==> src/rtl/alu_ctrl_pkg.sv <==
// Shared encodings for the RV32IM ALU control slice: op codes, ALU_Op classes,
// funct7 selectors and the MDU sequencing FSM states.
package alu_ctrl_pkg;

    localparam int unsigned OP_W = 5;

    localparam logic [OP_W-1:0] OP_ADD  = 5'b00000;
    localparam logic [OP_W-1:0] OP_SUB  = 5'b00001;
    localparam logic [OP_W-1:0] OP_AND  = 5'b00010;
    localparam logic [OP_W-1:0] OP_SRL  = 5'b00011;
    localparam logic [OP_W-1:0] OP_XOR  = 5'b00100;
    localparam logic [OP_W-1:0] OP_SRA  = 5'b00101;
    localparam logic [OP_W-1:0] OP_SLT  = 5'b00110;
    localparam logic [OP_W-1:0] OP_SLTU = 5'b00111;
    localparam logic [OP_W-1:0] OP_LUI  = 5'b01000;
    localparam logic [OP_W-1:0] OP_OR   = 5'b01001;
    localparam logic [OP_W-1:0] OP_SLL  = 5'b01100;
    // M ops are OP_MUL with funct3 in the low three bits
    localparam logic [OP_W-1:0] OP_MUL  = 5'b10000;

    localparam logic [2:0] CLS_R  = 3'b000;
    localparam logic [2:0] CLS_I  = 3'b001;
    localparam logic [2:0] CLS_U  = 3'b010;
    localparam logic [2:0] CLS_LS = 3'b011;
    localparam logic [2:0] CLS_B  = 3'b100;
    localparam logic [2:0] CLS_J  = 3'b101;

    localparam logic [6:0] F7_BASE = 7'b0000000;
    localparam logic [6:0] F7_ALT  = 7'b0100000;
    localparam logic [6:0] F7_MEXT = 7'b0000001;

    typedef enum logic [1:0] {
        ST_IDLE,
        ST_WAIT,
        ST_DONE
    } state_t;

endpackage

==> src/rtl/alu_decode.sv <==
// Combinational decode of {ALU_Op class, funct7, funct3} into an ALU op code,
// an illegal-encoding flag and the M-extension indicator.
module alu_decode
    import alu_ctrl_pkg::*;
#(
    parameter int unsigned ALU_OP_W = 3
) (
    input  logic                valid,
    input  logic [ALU_OP_W-1:0] alu_op,
    input  logic [6:0]          funct7,
    input  logic [2:0]          funct3,
    output logic [OP_W-1:0]     op,
    output logic                illegal,
    output logic                is_m
);

    logic [OP_W-1:0] base_op;
    logic            bad;
    logic            cls_ok;

    // class codes only use the low three bits; anything above them is unsupported
    assign cls_ok = (alu_op >> 3) == '0;

    always_comb begin
        base_op = OP_ADD;
        case (funct3)
            3'b000:  base_op = OP_ADD;
            3'b001:  base_op = OP_SLL;
            3'b010:  base_op = OP_SLT;
            3'b011:  base_op = OP_SLTU;
            3'b100:  base_op = OP_XOR;
            3'b101:  base_op = OP_SRL;
            3'b110:  base_op = OP_OR;
            default: base_op = OP_AND;
        endcase
    end

    always_comb begin
        op  = OP_ADD;
        bad = 1'b0;
        if (!cls_ok) begin
            bad = 1'b1;
        end else begin
            case (alu_op[2:0])
                CLS_R: begin
                    if (funct7 == F7_BASE)                         op = base_op;
                    else if (funct7 == F7_ALT && funct3 == 3'b000) op = OP_SUB;
                    else if (funct7 == F7_ALT && funct3 == 3'b101) op = OP_SRA;
                    else if (funct7 == F7_MEXT)                    op = OP_MUL | OP_W'(funct3);
                    else                                           bad = 1'b1;
                end
                CLS_I: begin
                    case (funct3)
                        3'b001: begin
                            if (funct7 == F7_BASE) op = OP_SLL;
                            else                   bad = 1'b1;
                        end
                        3'b101: begin
                            if (funct7 == F7_BASE)     op = OP_SRL;
                            else if (funct7 == F7_ALT) op = OP_SRA;
                            else                       bad = 1'b1;
                        end
                        default: op = base_op;
                    endcase
                end
                CLS_U:        op = OP_LUI;
                CLS_LS, CLS_J: op = OP_ADD;
                CLS_B: begin
                    case (funct3[2:1])
                        2'b00:   op = OP_SUB;
                        2'b10:   op = OP_SLT;
                        2'b11:   op = OP_SLTU;
                        default: bad = 1'b1;
                    endcase
                end
                default: bad = 1'b1;
            endcase
        end
    end

    assign illegal = valid & bad;
    assign is_m    = valid & cls_ok & (alu_op[2:0] == CLS_R) & (funct7 == F7_MEXT);

endmodule

==> src/rtl/alu_control_seq.sv <==
// EX-stage ALU control: combinational decode for single-cycle ops plus an FSM
// that sequences M-extension ops through the external MDU with a watchdog.
module alu_control_seq
    import alu_ctrl_pkg::*;
#(
    parameter int unsigned ALU_OP_W       = 3,
    parameter int unsigned ALU_CTRL_W     = 5,
    parameter int unsigned TIMEOUT_CYCLES = 40
) (
    input  logic                  clk,
    input  logic                  reset,
    input  logic                  valid_i,
    input  logic                  flush_i,
    input  logic [ALU_OP_W-1:0]   ALU_Op_i,
    input  logic [6:0]            funct7_i,
    input  logic [2:0]            funct3_i,
    input  logic                  mdu_done_i,
    output logic [ALU_CTRL_W-1:0] ALU_Operation_o,
    output logic                  mdu_start_o,
    output logic                  mdu_abort_o,
    output logic                  stall_o,
    output logic                  wb_sel_mdu_o,
    output logic                  illegal_o,
    output logic                  timeout_o
);

    localparam int unsigned      CNT_W    = $clog2(TIMEOUT_CYCLES + 1);
    localparam logic [CNT_W-1:0] CNT_LAST = CNT_W'(TIMEOUT_CYCLES - 1);

    state_t           state_q, state_d;
    logic [OP_W-1:0]  dec_op, op_q;
    logic             dec_illegal, dec_is_m;
    logic             issue, wd_hit;
    logic [CNT_W-1:0] cnt_q;
    logic             timeout_q;

    alu_decode #(.ALU_OP_W(ALU_OP_W)) u_decode (
        .valid   (valid_i),
        .alu_op  (ALU_Op_i),
        .funct7  (funct7_i),
        .funct3  (funct3_i),
        .op      (dec_op),
        .illegal (dec_illegal),
        .is_m    (dec_is_m)
    );

    assign issue  = dec_is_m & ~flush_i;
    assign wd_hit = (cnt_q == CNT_LAST);

    always_ff @(posedge clk or negedge reset) begin
        if (!reset) state_q <= ST_IDLE;
        else        state_q <= state_d;
    end

    always_comb begin
        state_d = state_q;
        case (state_q)
            ST_IDLE: if (issue) state_d = ST_WAIT;
            ST_WAIT: begin
                if (flush_i)                state_d = ST_IDLE;
                else if (mdu_done_i || wd_hit) state_d = ST_DONE;
            end
            default: state_d = ST_IDLE;
        endcase
    end

    // all outputs, including the otherwise combinational decode, are held at zero during reset
    always_comb begin
        ALU_Operation_o = '0;
        mdu_start_o     = 1'b0;
        mdu_abort_o     = 1'b0;
        stall_o         = 1'b0;
        wb_sel_mdu_o    = 1'b0;
        illegal_o       = 1'b0;
        if (reset) begin
            illegal_o = dec_illegal;
            case (state_q)
                ST_IDLE: begin
                    ALU_Operation_o = ALU_CTRL_W'(dec_op);
                    mdu_start_o     = issue;
                    stall_o         = issue;
                end
                ST_WAIT: begin
                    ALU_Operation_o = ALU_CTRL_W'(op_q);
                    stall_o         = 1'b1;
                    mdu_abort_o     = flush_i | (~mdu_done_i & wd_hit);
                end
                ST_DONE: begin
                    ALU_Operation_o = ALU_CTRL_W'(op_q);
                    wb_sel_mdu_o    = ~flush_i;
                end
                default: ;
            endcase
        end
    end

    always_ff @(posedge clk or negedge reset) begin
        if (!reset) begin
            op_q      <= '0;
            cnt_q     <= '0;
            timeout_q <= 1'b0;
        end else begin
            if (state_q == ST_IDLE && issue) begin
                op_q  <= dec_op;
                cnt_q <= '0;
            end else if (state_q == ST_WAIT && cnt_q != '1) begin
                cnt_q <= cnt_q + CNT_W'(1);
            end
            // done and flush both take precedence over the watchdog
            if (state_q == ST_WAIT && !flush_i && !mdu_done_i && wd_hit)
                timeout_q <= 1'b1;
        end
    end

    assign timeout_o = timeout_q;

endmodule

==> config.mk <==
export PLATFORM = sky130hd
export DESIGN_NAME = alu_control_seq
export DESIGN_NICKNAME = d
export VERILOG_FILES = /design/src/rtl/alu_ctrl_pkg.sv /design/src/rtl/alu_decode.sv /design/src/rtl/alu_control_seq.sv
export SDC_FILE = /design/constraint.sdc
export NUM_CORES = 1
export LEC_CHECK = 0
export ABC_AREA = 1
export CAP_MARGIN = 20
export CORE_ASPECT_RATIO = 1.4
export CORE_UTILIZATION = 45
export CTS_CLUSTER_DIAMETER = 120
export DETAILED_ROUTE_END_ITERATION = 7
export GPL_TIMING_DRIVEN = 1
export PLACE_DENSITY = 0.73
export SYNTH_ARGS = -nofsm -noshare
export SYNTH_HDL_FRONTEND = slang
export SYNTH_SLANG_ARGS = --single-unit
==> constraint.sdc <==
create_clock -name clk -period 1.4 [get_ports clk]
set_input_delay 0.21 -clock clk [delete_from_list [all_inputs] [get_ports clk]]
set_output_delay 0.21 -clock clk [all_outputs]
set_load 0.03 [all_outputs]
==> impl_metrics.ini, run 1 <==
[outcome]
status = did not finish
lastStage = global routing
error_message = [ERROR DPL-0038] Utilization greater than 100%, impossible to legalize

[synth]
dominant_combinational_cell_family_by_area_after_synthesis = simple AND/OR/NAND/NOR gates
synth-seq-area-share_pct = 26.8
synth.top_cells.by_count = sky130_fd_sc_hd__nand2_1 (53), sky130_fd_sc_hd__inv_1 (23), sky130_fd_sc_hd__nor2_1 (21), sky130_fd_sc_hd__nand3_1 (15), sky130_fd_sc_hd__dfrtp_1 (14)
synthXorXnorAreaFrac_pct = 0.669
yosys_register_bits = 14
most_common_cell_in_the_netlist = sky130_fd_sc_hd__nand2_1
netlist_instances = 202
synthFlopType = sky130_fd_sc_hd__dfrtp_1
syn_area_per_cell_um2 = 6.48
post_synth_mux_area_share_pct = 0
syn_nets = 228
synth-adder-area-share_pct = 7.65
synth_largest_area_cell = sky130_fd_sc_hd__dfrtp_1
postSynth.asyncResetShare_pct = 100
synth_area_um2 = 1310
post_synth_and_or_nand_nor_area_fraction_pct = 42.7
yosys_warnings = 0
synthDominantCellAreaShare_pct = 26.8
synth-compound-area-share_pct = 12.6
post_synth_main_area_contributors = sky130_fd_sc_hd__dfrtp_1 (27%), sky130_fd_sc_hd__nand2_1 (15%), sky130_fd_sc_hd__ha_1 (7.6%)
synth_edf_count = 0
yosysUniqueCellTypes = 30

[clock_network]
number_of_buffers_created_by_cts = 3
cts.path.max_buffers = 2
clock-root-buffer = sky130_fd_sc_hd__clkbuf_4
cts.sink_count = 14
h-tree-depth = 1
hold_buffers = 0

[sta]
worst-endpoint-pin-kind = top-level output
postGrtWorstEndpoint = ALU_Operation_o[1]

[floorplan]
die-width_um = 47.6
floorplan.die.height_um = 65.8
pin_count = 29
initial_core_utilization_pct = 48.5
number_of_placement_rows = 22

[placement]
count_of_port_buffers_added_during_placement = 28
placed_area_um2 = 2020
gpl.final_weighted_congestion = 0.880
post-dp-hpwl_mm = 3.22

[global_routing]
grt_start_max_net_pins = 17
[kinds of logic after synthesis]
group | Yosys count
AOI/OAI and AO/OA | 29
xor gates and xnor gates | 1
adders and majority gates | 8
buffers and inverters | 33
DFF | 14
and+or+nand+nor | 117
[stage by stage]
| stage | TNS (ns) | util, % | std cells | hold WS (ns) | setup slack (ns) |
|---|---|---|---|---|---|
| global placement | -11.14 | 74.9 | 311 | 0.438 | -0.861 |
| floorplan | -0.126 | - | 202 | -0.0856 | -0.126 |
| detailed placement | -11.53 | 74.9 | 311 | 0.448 | -0.953 |
| CTS | -2.72 | 91.6 | 336 | 0.0971 | -0.280 |
[repair_timing]
item	4_1_cts
pin swaps	45
setup endpoints to repair	23
buffers inserted	26
gates resized for setup	147
==> run 2, diff against run 1 <==
--- a/config.mk
+++ b/config.mk
@@ -7,12 +7,11 @@
 export LEC_CHECK = 0
 export ABC_AREA = 1
 export CAP_MARGIN = 20
-export CORE_ASPECT_RATIO = 1.4
-export CORE_UTILIZATION = 45
-export CTS_CLUSTER_DIAMETER = 120
+export CORE_AREA = 2 2 63 65
 export DETAILED_ROUTE_END_ITERATION = 7
+export DIE_AREA = 0 0 65 67
 export GPL_TIMING_DRIVEN = 1
-export PLACE_DENSITY = 0.73
+export PLACE_DENSITY_LB_ADDON = 0.15
 export SYNTH_ARGS = -nofsm -noshare
 export SYNTH_HDL_FRONTEND = slang
 export SYNTH_SLANG_ARGS = --single-unit
==> constraint.sdc (replaced) <==
create_clock -name clk -period 1.8 [get_ports clk]
set_input_delay 0.27 -clock clk [delete_from_list [all_inputs] [get_ports clk]]
set_output_delay 0.27 -clock clk [all_outputs]
set_load 0.03 [all_outputs]
==> impl_metrics.ini, run 2 <==
[outcome]
status = complete, but fails checks
violations_in_the_final_reports = setup timing

[critical_path]
worst_ep_arrival_ns = 1.56
timing.critical_path.to_type = output port
reg2reg_slack_ns = 0.26
crit_fanout = 4
required_ns = 1.53
critical_path_class = in -> out
worstSetupStartpointType = primary input

[routing]
detail_route.drc_violations = 0
wl_per_cell_um = 12.5
vias = 1625
detailedRoute.firstPassIterationCount = 4
finalWirelength_mm = 4.24
drt_iter0_drc = 91
route.antenna.remaining_nets = 0
viasPerCell = 4.81

[global_routing]
overflow = 0
gr-usage-all-layers_pct = 20.1
vias_in_the_first_global_route = 1573
global_route_wire_length_before_repair_mm = 6.74
grt_start_max_net_pins = 15
antenna_found_initial = 0

[sta]
fin_tns_setup_ns = -0.0556
period_share_pct = 102
slew-limit-headroom_pct = 79.6
worst_slew_pin_slew_ns = 0.306
finalHoldViolations = 0
max_freq_mhz = 546
drv_slew = 0
period_needed_ns = 1.83
setup_viol_count_final = 3
grt_setup_unrepaired = yes
finClkSkew_ns = 0.00373
finalWorstSetupSlack_ns = -0.0320

[power_and_ir_drop]
cell_internal_pwr_uw = 678
power.share.clock_pct = 31.9
power.share.switching_pct = 29.4
power_leakage_nw = 1.22
netsw_uw = 283
power-per-cell-area_nw_per_um2 = 411
share_of_power_burned_in_registers_pct = 36.1
peakVddDrop_uv = 322
p_comb_share_pct = 32.0

[synth]
post_synth_and_or_nand_nor_area_fraction_pct = 42.7
synth.top_cells.by_count = sky130_fd_sc_hd__nand2_1 (53), sky130_fd_sc_hd__inv_1 (23), sky130_fd_sc_hd__nor2_1 (21), sky130_fd_sc_hd__nand3_1 (15), sky130_fd_sc_hd__dfrtp_1 (14)
dominant_combinational_cell_family_by_area_after_synthesis = simple AND/OR/NAND/NOR gates
synth-adder-area-share_pct = 7.65
synthDominantCellAreaShare_pct = 26.8
netlist_instances = 202
syn_area_per_cell_um2 = 6.48
yosys_warnings = 0
post_synth_mux_area_share_pct = 0
post_synth_main_area_contributors = sky130_fd_sc_hd__dfrtp_1 (27%), sky130_fd_sc_hd__nand2_1 (15%), sky130_fd_sc_hd__ha_1 (7.6%)
yosys_register_bits = 14
synth_edf_count = 0
synth_largest_area_cell = sky130_fd_sc_hd__dfrtp_1
synthFlopType = sky130_fd_sc_hd__dfrtp_1
most_common_cell_in_the_netlist = sky130_fd_sc_hd__nand2_1
synth_area_um2 = 1310
synth-seq-area-share_pct = 26.8
postSynth.asyncResetShare_pct = 100
synthXorXnorAreaFrac_pct = 0.669
syn_nets = 228
yosysUniqueCellTypes = 30
synth-compound-area-share_pct = 12.6

[clock_network]
tritoncts_clock_tree = yes
cts.path.max_buffers = 2
cts.sink_count = 14
h-tree-depth = 1
clock_slew_at_the_register_clock_pins_of_the_worst_setup_and_hold_paths_ns = 0.06
number_of_buffers_created_by_cts = 3
clock-root-buffer = sky130_fd_sc_hd__clkbuf_8
hold_buffers = 0
clkLatencyLatePin_ns = 0.25

[floorplan]
pin_count = 29
design.core.area_um2 = 3610
initial_core_utilization_pct = 36.3
die-area_um2 = 4360
number_of_placement_rows = 22
floorplan.die.height_um = 67
die-width_um = 65

[cells_and_area]
mostFrequentLayoutCell = sky130_fd_sc_hd__buf_4
top_regs = cnt_q: 6 flops, op_q: 5 flops, state_q: 2 flops
layout.cells.most_common_list = sky130_fd_sc_hd__buf_4 (54), sky130_fd_sc_hd__nand2_1 (46), sky130_fd_sc_hd__buf_6 (18)
instances_no_fill = 338
layout-drive-gt1-share_pct = 52.8
layout-area-overhead-vs-synth_pct = 78.8
fin_nets = 317
registers.top_by_ff_count = cnt_q
num_antenna_cells = 0
largest_register_ff_count = 6

[placement]
gpl.final_weighted_congestion = 0.887
post-dp-hpwl_mm = 2.82
numPlacedInstances = 313
count_of_port_buffers_added_during_placement = 28

[worst_hold_path]
hp-class = in -> async

[flow_run]
cap_violations = 0
==> run 2: per-stage QoR <==
| step | utilization (%) | power [mW] | cell area, um^2 | hold slack, ns | setup slack, ns |
|---|---|---|---|---|---|
| finish | 64.9 | 0.961 | 2340 | 0.226 | -0.0320 |
| global route | 64.9 | 1.01 | 2340 | 0.274 | -0.125 |
| CTS | 60.0 | 0.944 | 2160 | 0.224 | -0.0275 |
| detailed placement | 52.5 | 0.595 | 1890 | 0.449 | -0.587 |
| global placement | 52.5 | 0.594 | 1890 | 0.443 | -0.581 |
| floorplan | - | 0.463 | 1310 | -0.0256 | 0.0432 |
==> run 2: critical path, stage by stage <==
cell,delay [ns]
sky130_fd_sc_hd__buf_6,0.10
sky130_fd_sc_hd__inv_4,0.05
sky130_fd_sc_hd__nand2_4,0.06
sky130_fd_sc_hd__nor2_4,0.18
sky130_fd_sc_hd__buf_12,0.13
sky130_fd_sc_hd__nand3_4,0.08
sky130_fd_sc_hd__buf_6,0.14
sky130_fd_sc_hd__nand3_2,0.07
sky130_fd_sc_hd__nand3_2,0.07
sky130_fd_sc_hd__nand3_2,0.07
sky130_fd_sc_hd__nand2_1,0.06
sky130_fd_sc_hd__a21oi_2,0.15
sky130_fd_sc_hd__buf_6,0.15
==> run 2: cell type report <==
class	count	area (um^2)
Fill cell	309	1270
Clock buffer	4	55.1
Timing Repair Buffer	85	719
Tap cell	48	60.1
Inverter	32	131
Multi-Input combinational cell	155	1020
Sequential cell	14	350
==> run 2: cell families (layout without fill, tap and decap cells) <==
logic type,Yosys count,in the layout
DFF,14,14
AOI/OAI and AO/OA,29,29
buffers and inverters,33,121
adders and majority gates,8,8
and+or+nand+nor,117,117
xor gates and xnor gates,1,1
==> run 2: path summary, 6_finish.rpt <==
check / startpoint / endpoint / cells past startpoint
hold reg to reg: timeout_o$_DFFE_PN0P_ / timeout_o$_DFFE_PN0P_ / 1
setup / recovery: funct7_i[2] / ALU_Operation_o[2] / 13
max in group asynchronous: reset / op_q[4]$_DFFE_PN0P_ / 2
hold / removal: reset / cnt_q[3]$_DFFE_PN0P_ / 2
min in group clk: timeout_o$_DFFE_PN0P_ / timeout_o$_DFFE_PN0P_ / 1
setup reg to reg: state_q[1]$_DFFE_PN0P_ / cnt_q[5]$_DFFE_PN0P_ / 8
==> run 2: routing by layer <==
layer	vias to the layer above	global-route usage (%)	share of wire (%)
met5	-	0	0
met4	0	11.7	4.2
met3	15	1.69	2.9
met2	34	36.6	55
met1	747	22.8	38
li1	829	-	-
==> run 2: power groups by stage <==
stage	Sequential, mW	Combinational (mW)	Clock [mW]
finish	0.347	0.308	0.307
global route	0.348	0.335	0.327
CTS	0.347	0.279	0.317
detailed placement	0.352	0.243	0
global placement	0.352	0.242	0
floorplan	0.350	0.113	0
==> run 2: what timing repair did <==
| action | 4_1_cts | 5_1_grt |
|---|---|---|
| pin swaps | 30 | 28 |
| setup buffers | 17 | 8 |
| gates resized for setup | 93 | 42 |
| endpoints found under the setup margin | 14 | 11 |
Note: power is estimated with default switching activity, not from simulation.
==> run 3, diff against run 2 <==
--- a/config.mk
+++ b/config.mk
@@ -7,11 +7,11 @@
 export LEC_CHECK = 0
 export ABC_AREA = 1
 export CAP_MARGIN = 20
-export CORE_AREA = 2 2 63 65
+export CORE_UTILIZATION = 25
 export DETAILED_ROUTE_END_ITERATION = 7
-export DIE_AREA = 0 0 65 67
 export GPL_TIMING_DRIVEN = 1
 export PLACE_DENSITY_LB_ADDON = 0.15
+export REMOVE_ABC_BUFFERS = 1
 export SYNTH_ARGS = -nofsm -noshare
 export SYNTH_HDL_FRONTEND = slang
 export SYNTH_SLANG_ARGS = --single-unit
==> impl_metrics.ini, run 3 (synthesis results as in run 2) <==
[cells_and_area]
registers.top_by_ff_count = cnt_q
top_regs = cnt_q: 6 flops, op_q: 5 flops, state_q: 2 flops
instances_no_fill = 356
fin_nets = 316
num_antenna_cells = 0
fin_area_um2 = 2280
layout-area-overhead-vs-synth_pct = 74.1
fillerInstances = 516
mostFrequentLayoutCell = sky130_fd_sc_hd__buf_4
largest_register_ff_count = 6
layout-drive-gt1-share_pct = 47.1
layout.cells.most_common_list = sky130_fd_sc_hd__buf_4 (52), sky130_fd_sc_hd__nand2_1 (51), sky130_fd_sc_hd__nor2_1 (17), sky130_fd_sc_hd__buf_6 (17), sky130_fd_sc_hd__inv_1 (16)

[flow_run]
cap_violations = 0

[critical_path]
worst_ep_arrival_ns = 1.62
critical_path_class = in -> out
crit_fanout = 5
worstSetupStartpointType = primary input
required_ns = 1.53
timing.critical_path.to_type = output port
path_common_cell = sky130_fd_sc_hd__buf_6
max_stage_delay_ns = 0.16
critical_path.cell_chain = buf_6, buf_6, buf_12, nor2_4, buf_6, inv_4, nand3_4, nor2_4, nor2_1, o21ai_1, nand2_1, nand2_1, a21oi_2, buf_6
critical-path-slowest-cell = sky130_fd_sc_hd__a21oi_2

[floorplan]
floorplan.die.height_um = 74.4
die-width_um = 74.4
initial_core_utilization_pct = 26.8
number_of_placement_rows = 25
die-area_um2 = 5530
design.core.area_um2 = 4880
pin_count = 29

[routing]
finalWirelength_mm = 4.02
drt_iter0_drc = 88
wl_per_cell_um = 11.3
detail_route.drc_violations = 0
detailedRoute.firstPassIterationCount = 4
route.antenna.remaining_nets = 0
vias = 1550
viasPerCell = 4.35

[global_routing]
overflow = 0
met1_usage_pct = 21.1
global_route_wire_length_before_repair_mm = 6.44
grt_use_met3_pct = 5.01
gr-usage-all-layers_pct = 15.1
grt_start_max_net_pins = 17
top_usage_layer = met2
antenna_found_initial = 0
grt.met2_usage_pct = 23.7
vias_in_the_first_global_route = 1469

[sta]
max_freq_mhz = 530
finClkSkew_ns = 0.000654
setup_viol_count_final = 3
fin_tns_setup_ns = -0.140
period_needed_ns = 1.89
drv_slew = 0
finalHoldViolations = 0
finalWorstSetupSlack_ns = -0.0879
slew-limit-headroom_pct = 79.7
grt_setup_unrepaired = yes
period_share_pct = 105
hold-worst-slack_ns = 0.425
worst_slew_pin_slew_ns = 0.303

[placement]
numPlacedInstances = 329
placed_area_um2 = 1890
count_of_port_buffers_added_during_placement = 28
gpl.final_weighted_congestion = 0.804
post-dp-hpwl_mm = 2.92

[clock_network]
tritoncts_clock_tree = yes
clkLatencyLatePin_ns = 0.24
hold_buffers = 0
clock_slew_at_the_register_clock_pins_of_the_worst_setup_and_hold_paths_ns = 0.06
cts.path.max_buffers = 2
h-tree-depth = 1
clock-root-buffer = sky130_fd_sc_hd__clkbuf_8
cts.sink_count = 14
number_of_buffers_created_by_cts = 3

[power_and_ir_drop]
power_leakage_nw = 1.19
peakVddDrop_uv = 219
power-per-cell-area_nw_per_um2 = 418

[outcome]
violations_in_the_final_reports = setup timing
status = complete, but fails checks

[worst_hold_path]
hp-class = in -> async
## run 3: metal layers
layer,part of all wire (%),routed length (um)
met5,0,0
met4,0,0
met3,5.6,224
met2,45,1800
met1,50,2000
## run 3: final cells by class
type / count / area (um^2) / area share (%)
well taps: 67 / 83.8 / 3.68
repair buffers: 84 / 707 / 31.0
inverters: 32 / 125 / 5.49
clock buffers: 4 / 55.1 / 2.42
multi-input cells: 155 / 957 / 42.0
flip-flops and latches: 14 / 350 / 15.4
## run 3: final timing paths
path                            slack [ns]                   from                     end  cells after the start
worst max-delay path                 -0.09            funct3_i[1]      ALU_Operation_o[0]                     14
min in group clk                      0.45  timeout_o$_DFFE_PN0P_   timeout_o$_DFFE_PN0P_                      1
worst min-delay path                  0.43                  reset  state_q[1]$_DFFE_PN0P_                      2
worst min register to register        0.45  timeout_o$_DFFE_PN0P_   timeout_o$_DFFE_PN0P_                      1
max in group asynchronous             1.19                  reset    cnt_q[1]$_DFFE_PN0P_                      2
worst max register to register        0.30   cnt_q[0]$_DFFE_PN0P_    cnt_q[5]$_DFFE_PN0P_                      8
## run 3: through the flow
| step | util (%) | power (mW) | setup WS [ns] |
|---|---|---|---|
| 2_1_floorplan | - | 0.463 | 0.0429 |
| 6_report | 46.7 | 0.952 | -0.0879 |
| 3_3_place_gp | 38.8 | 0.595 | -0.625 |
| 3_5_place_dp | 38.8 | 0.592 | -0.679 |
| 4_1_cts | 44.1 | 0.947 | -0.0622 |
| 5_1_grt | 46.7 | 1.01 | -0.173 |
## run 3: power by group
group / leakage, nW / total, mW / switching (mW) / internal (mW)
clock: 0.0288 / 0.309 / 0.116 / 0.194
combinational: 0.970 / 0.294 / 0.146 / 0.148
sequential: 0.191 / 0.349 / 0.0164 / 0.332
total: 1.19 / 0.952 / 0.278 / 0.674
## run 3: timing repair
action	CTS	global route
pin swaps	25	15
setup endpoints to repair	8	10
cloned	0	0
endpoints found under the hold margin	0	0
buffers inserted	16	7
resized for setup	79	23
## run 3: worst max-delay path: cells and delay by family
family	cells	cell delay (ns)
AO/OA/AOI/OAI	2	0.25
buffers and inverters	6	0.63
AND/OR/NAND/NOR	6	0.45
==> run 4, diff against run 3 <==
--- a/config.mk
+++ b/config.mk
@@ -7,10 +7,12 @@
 export LEC_CHECK = 0
 export ABC_AREA = 1
 export CAP_MARGIN = 20
-export CORE_UTILIZATION = 25
+export CORE_AREA = 2 2 63 65
 export DETAILED_ROUTE_END_ITERATION = 7
+export DIE_AREA = 0 0 65 67
 export GPL_TIMING_DRIVEN = 1
 export PLACE_DENSITY_LB_ADDON = 0.15
+export RECOVER_POWER = 50
 export REMOVE_ABC_BUFFERS = 1
 export SYNTH_ARGS = -nofsm -noshare
 export SYNTH_HDL_FRONTEND = slang
==> impl_metrics.ini, run 4 (synthesis results as in run 2) <==
[outcome]
status = finished, final reports clean

[clock_network]
cts.path.max_buffers = 2
hold_buffers = 0
cts.sink_count = 14
clock_slew_at_the_register_clock_pins_of_the_worst_setup_and_hold_paths_ns = 0.06
tritoncts_clock_tree = yes
number_of_buffers_created_by_cts = 3
clock-root-buffer = sky130_fd_sc_hd__clkbuf_8
clkLatencyLatePin_ns = 0.25
h-tree-depth = 1

[power_and_ir_drop]
peakVddDrop_uv = 473
power-per-cell-area_nw_per_um2 = 439
power_leakage_nw = 1.12
power_uw = 938

[global_routing]
overflow = 0
gr-usage-all-layers_pct = 19.0
global_route_wire_length_before_repair_mm = 6.45
grt_start_max_net_pins = 18
antenna_found_initial = 0
vias_in_the_first_global_route = 1508

[floorplan]
pin_count = 29
die-width_um = 65
initial_core_utilization_pct = 36.3
floorplan.die.height_um = 67
number_of_placement_rows = 22
die-area_um2 = 4360
design.core.area_um2 = 3610

[sta]
period_share_pct = 98.8
period_needed_ns = 1.78
drv_slew = 0
grt_setup_unrepaired = yes
max_freq_mhz = 563
slew-limit-headroom_pct = 78.9
finalHoldViolations = 0
finClkSkew_ns = 0.00447
worst_slew_pin_slew_ns = 0.313
finalWorstSetupSlack_ns = 0.0223
setup_viol_count_final = 0

[cells_and_area]
layout.cells.most_common_list = sky130_fd_sc_hd__nand2_1 (49), sky130_fd_sc_hd__buf_4 (42), sky130_fd_sc_hd__inv_1 (16), sky130_fd_sc_hd__nor2_1 (16)
top_regs = cnt_q: 6 flops, op_q: 5 flops, state_q: 2 flops
layout.area.seq_um2 = 350
mostFrequentLayoutCell = sky130_fd_sc_hd__nand2_1
fin_nets = 298
layout-drive-gt1-share_pct = 46.5
fillerInstances = 339
multi_input_gate_area_um2 = 1000
num_antenna_cells = 0
layout-area-overhead-vs-synth_pct = 63.2
largest_register_ff_count = 6
registers.top_by_ff_count = cnt_q
fin_area_um2 = 2140

[critical_path]
timing.rr.start = state_q[1]$_DFFE_PN0P_
worst_r2r_endpoint = cnt_q[5]$_DFFE_PN0P_
reg2reg_slack_ns = 0.23
critical_path_class = reg -> out
worst_ep_arrival_ns = 1.51
worstSetupStartpointType = register
timing.critical_path.to_type = output port
crit_fanout = 3
required_ns = 1.53
rr_worst_depth = 8

[placement]
count_of_port_buffers_added_during_placement = 28
detailedPlace.worstSlack_ns = -0.379
gpl.final_weighted_congestion = 0.878
placed_area_um2 = 1810
post-dp-hpwl_mm = 2.80

[routing]
wl_per_cell_um = 12.0
detail_route.drc_violations = 0
detailedRoute.firstPassIterationCount = 4
vias = 1522
drt_iter0_drc = 51
route.antenna.remaining_nets = 0
viasPerCell = 4.77
finalWirelength_mm = 3.84

[flow_run]
cap_violations = 0

[worst_hold_path]
hp-class = in -> async
==> run 4: cell count changes in the layout (fill, tap and decap cells not counted), moves of 2 or more <==
cell                              delta
sky130_fd_sc_hd__buf_6               -5
sky130_fd_sc_hd__nor2_4              +2
sky130_fd_sc_hd__nand2_4             +3
sky130_fd_sc_hd__nand2_1             -2
sky130_fd_sc_hd__buf_2               -3
sky130_fd_sc_hd__clkbuf_2            +2
sky130_fd_sc_hd__nor3_2              +2
sky130_fd_sc_hd__o21ai_2             +2
sky130_fd_sc_hd__nor3_4              -2
sky130_fd_sc_hd__clkdlybuf4s50_1     -2
sky130_fd_sc_hd__buf_4              -10
==> run 4: repair_timing <==
item | 4_1_cts | 5_1_grt
setup buffers | 5 | 8
endpoints found under the setup margin | 8 | 8
cloned | 0 | 0
pin swaps | 24 | 24
gates resized for setup | 79 | 34
==> run 4: how the worst max path moves through the flow <==
stage	slack, ns	to	from	cells after the start
after floorplan	0.04	stall_o	state_q[0]$_DFFE_PN0P_	4
after global placement	-0.43	ALU_Operation_o[0]	funct3_i[1]	9
after detailed placement	-0.38	ALU_Operation_o[0]	funct3_i[1]	9
after CTS	-0.01	ALU_Operation_o[3]	funct7_i[1]	11
after global routing	-0.08	ALU_Operation_o[3]	funct7_i[2]	11
final	0.02	mdu_abort_o	cnt_q[2]$_DFFE_PN0P_	8
==> run 4: cell type report <==
class,instances,share of cell area (%)
tap,48,2.81
timing repair buffer,66,25.4
sequential,14,16.4
clock buffer,4,2.58
inverter,32,5.86
multi-input combinational,155,47.0
==> run 4: power breakdown <==
part | switching, mW | leakage [nW] | internal, mW
clock | 0.113 | 0.0288 | 0.194
combinational | 0.148 | 0.905 | 0.137
sequential | 0.0146 | 0.191 | 0.332
==> run 4: worst max-delay path, cell delays in order (launching register included) <==
cell                      delay, ns
sky130_fd_sc_hd__dfrtp_1       0.37
sky130_fd_sc_hd__inv_2         0.05
sky130_fd_sc_hd__nor3_2        0.18
sky130_fd_sc_hd__and3_4        0.21
sky130_fd_sc_hd__inv_2         0.04
sky130_fd_sc_hd__nor2_2        0.09
sky130_fd_sc_hd__nor2_1        0.04
sky130_fd_sc_hd__nor2_1        0.10
sky130_fd_sc_hd__buf_4         0.17
==> run 4: through the flow <==
step / hold WS (ns) / std cells / setup TNS (ns) / utilization (%)
2_1_floorplan: -0.0256 / 201 / 0 / -
3_3_place_gp: 0.442 / 303 / -3.88 / 50.3
3_5_place_dp: 0.450 / 303 / -3.39 / 50.3
4_1_cts: 0.371 / 312 / -0.0139 / 55.4
5_1_grt: 0.478 / 319 / -0.281 / 59.2
6_report: 0.436 / 319 / 0 / 59.2
==> run 4: routing by layer <==
| layer | up-vias | GRT usage [%] | wire length, um |
|---|---|---|---|
| li1 | 782 | - | - |
| met1 | 702 | 21.2 | 1640 |
| met2 | 25 | 34.7 | 1970 |
| met3 | 13 | 1.69 | 79 |
| met4 | 0 | 11.7 | 141 |
| met5 | - | 0 | 0 |
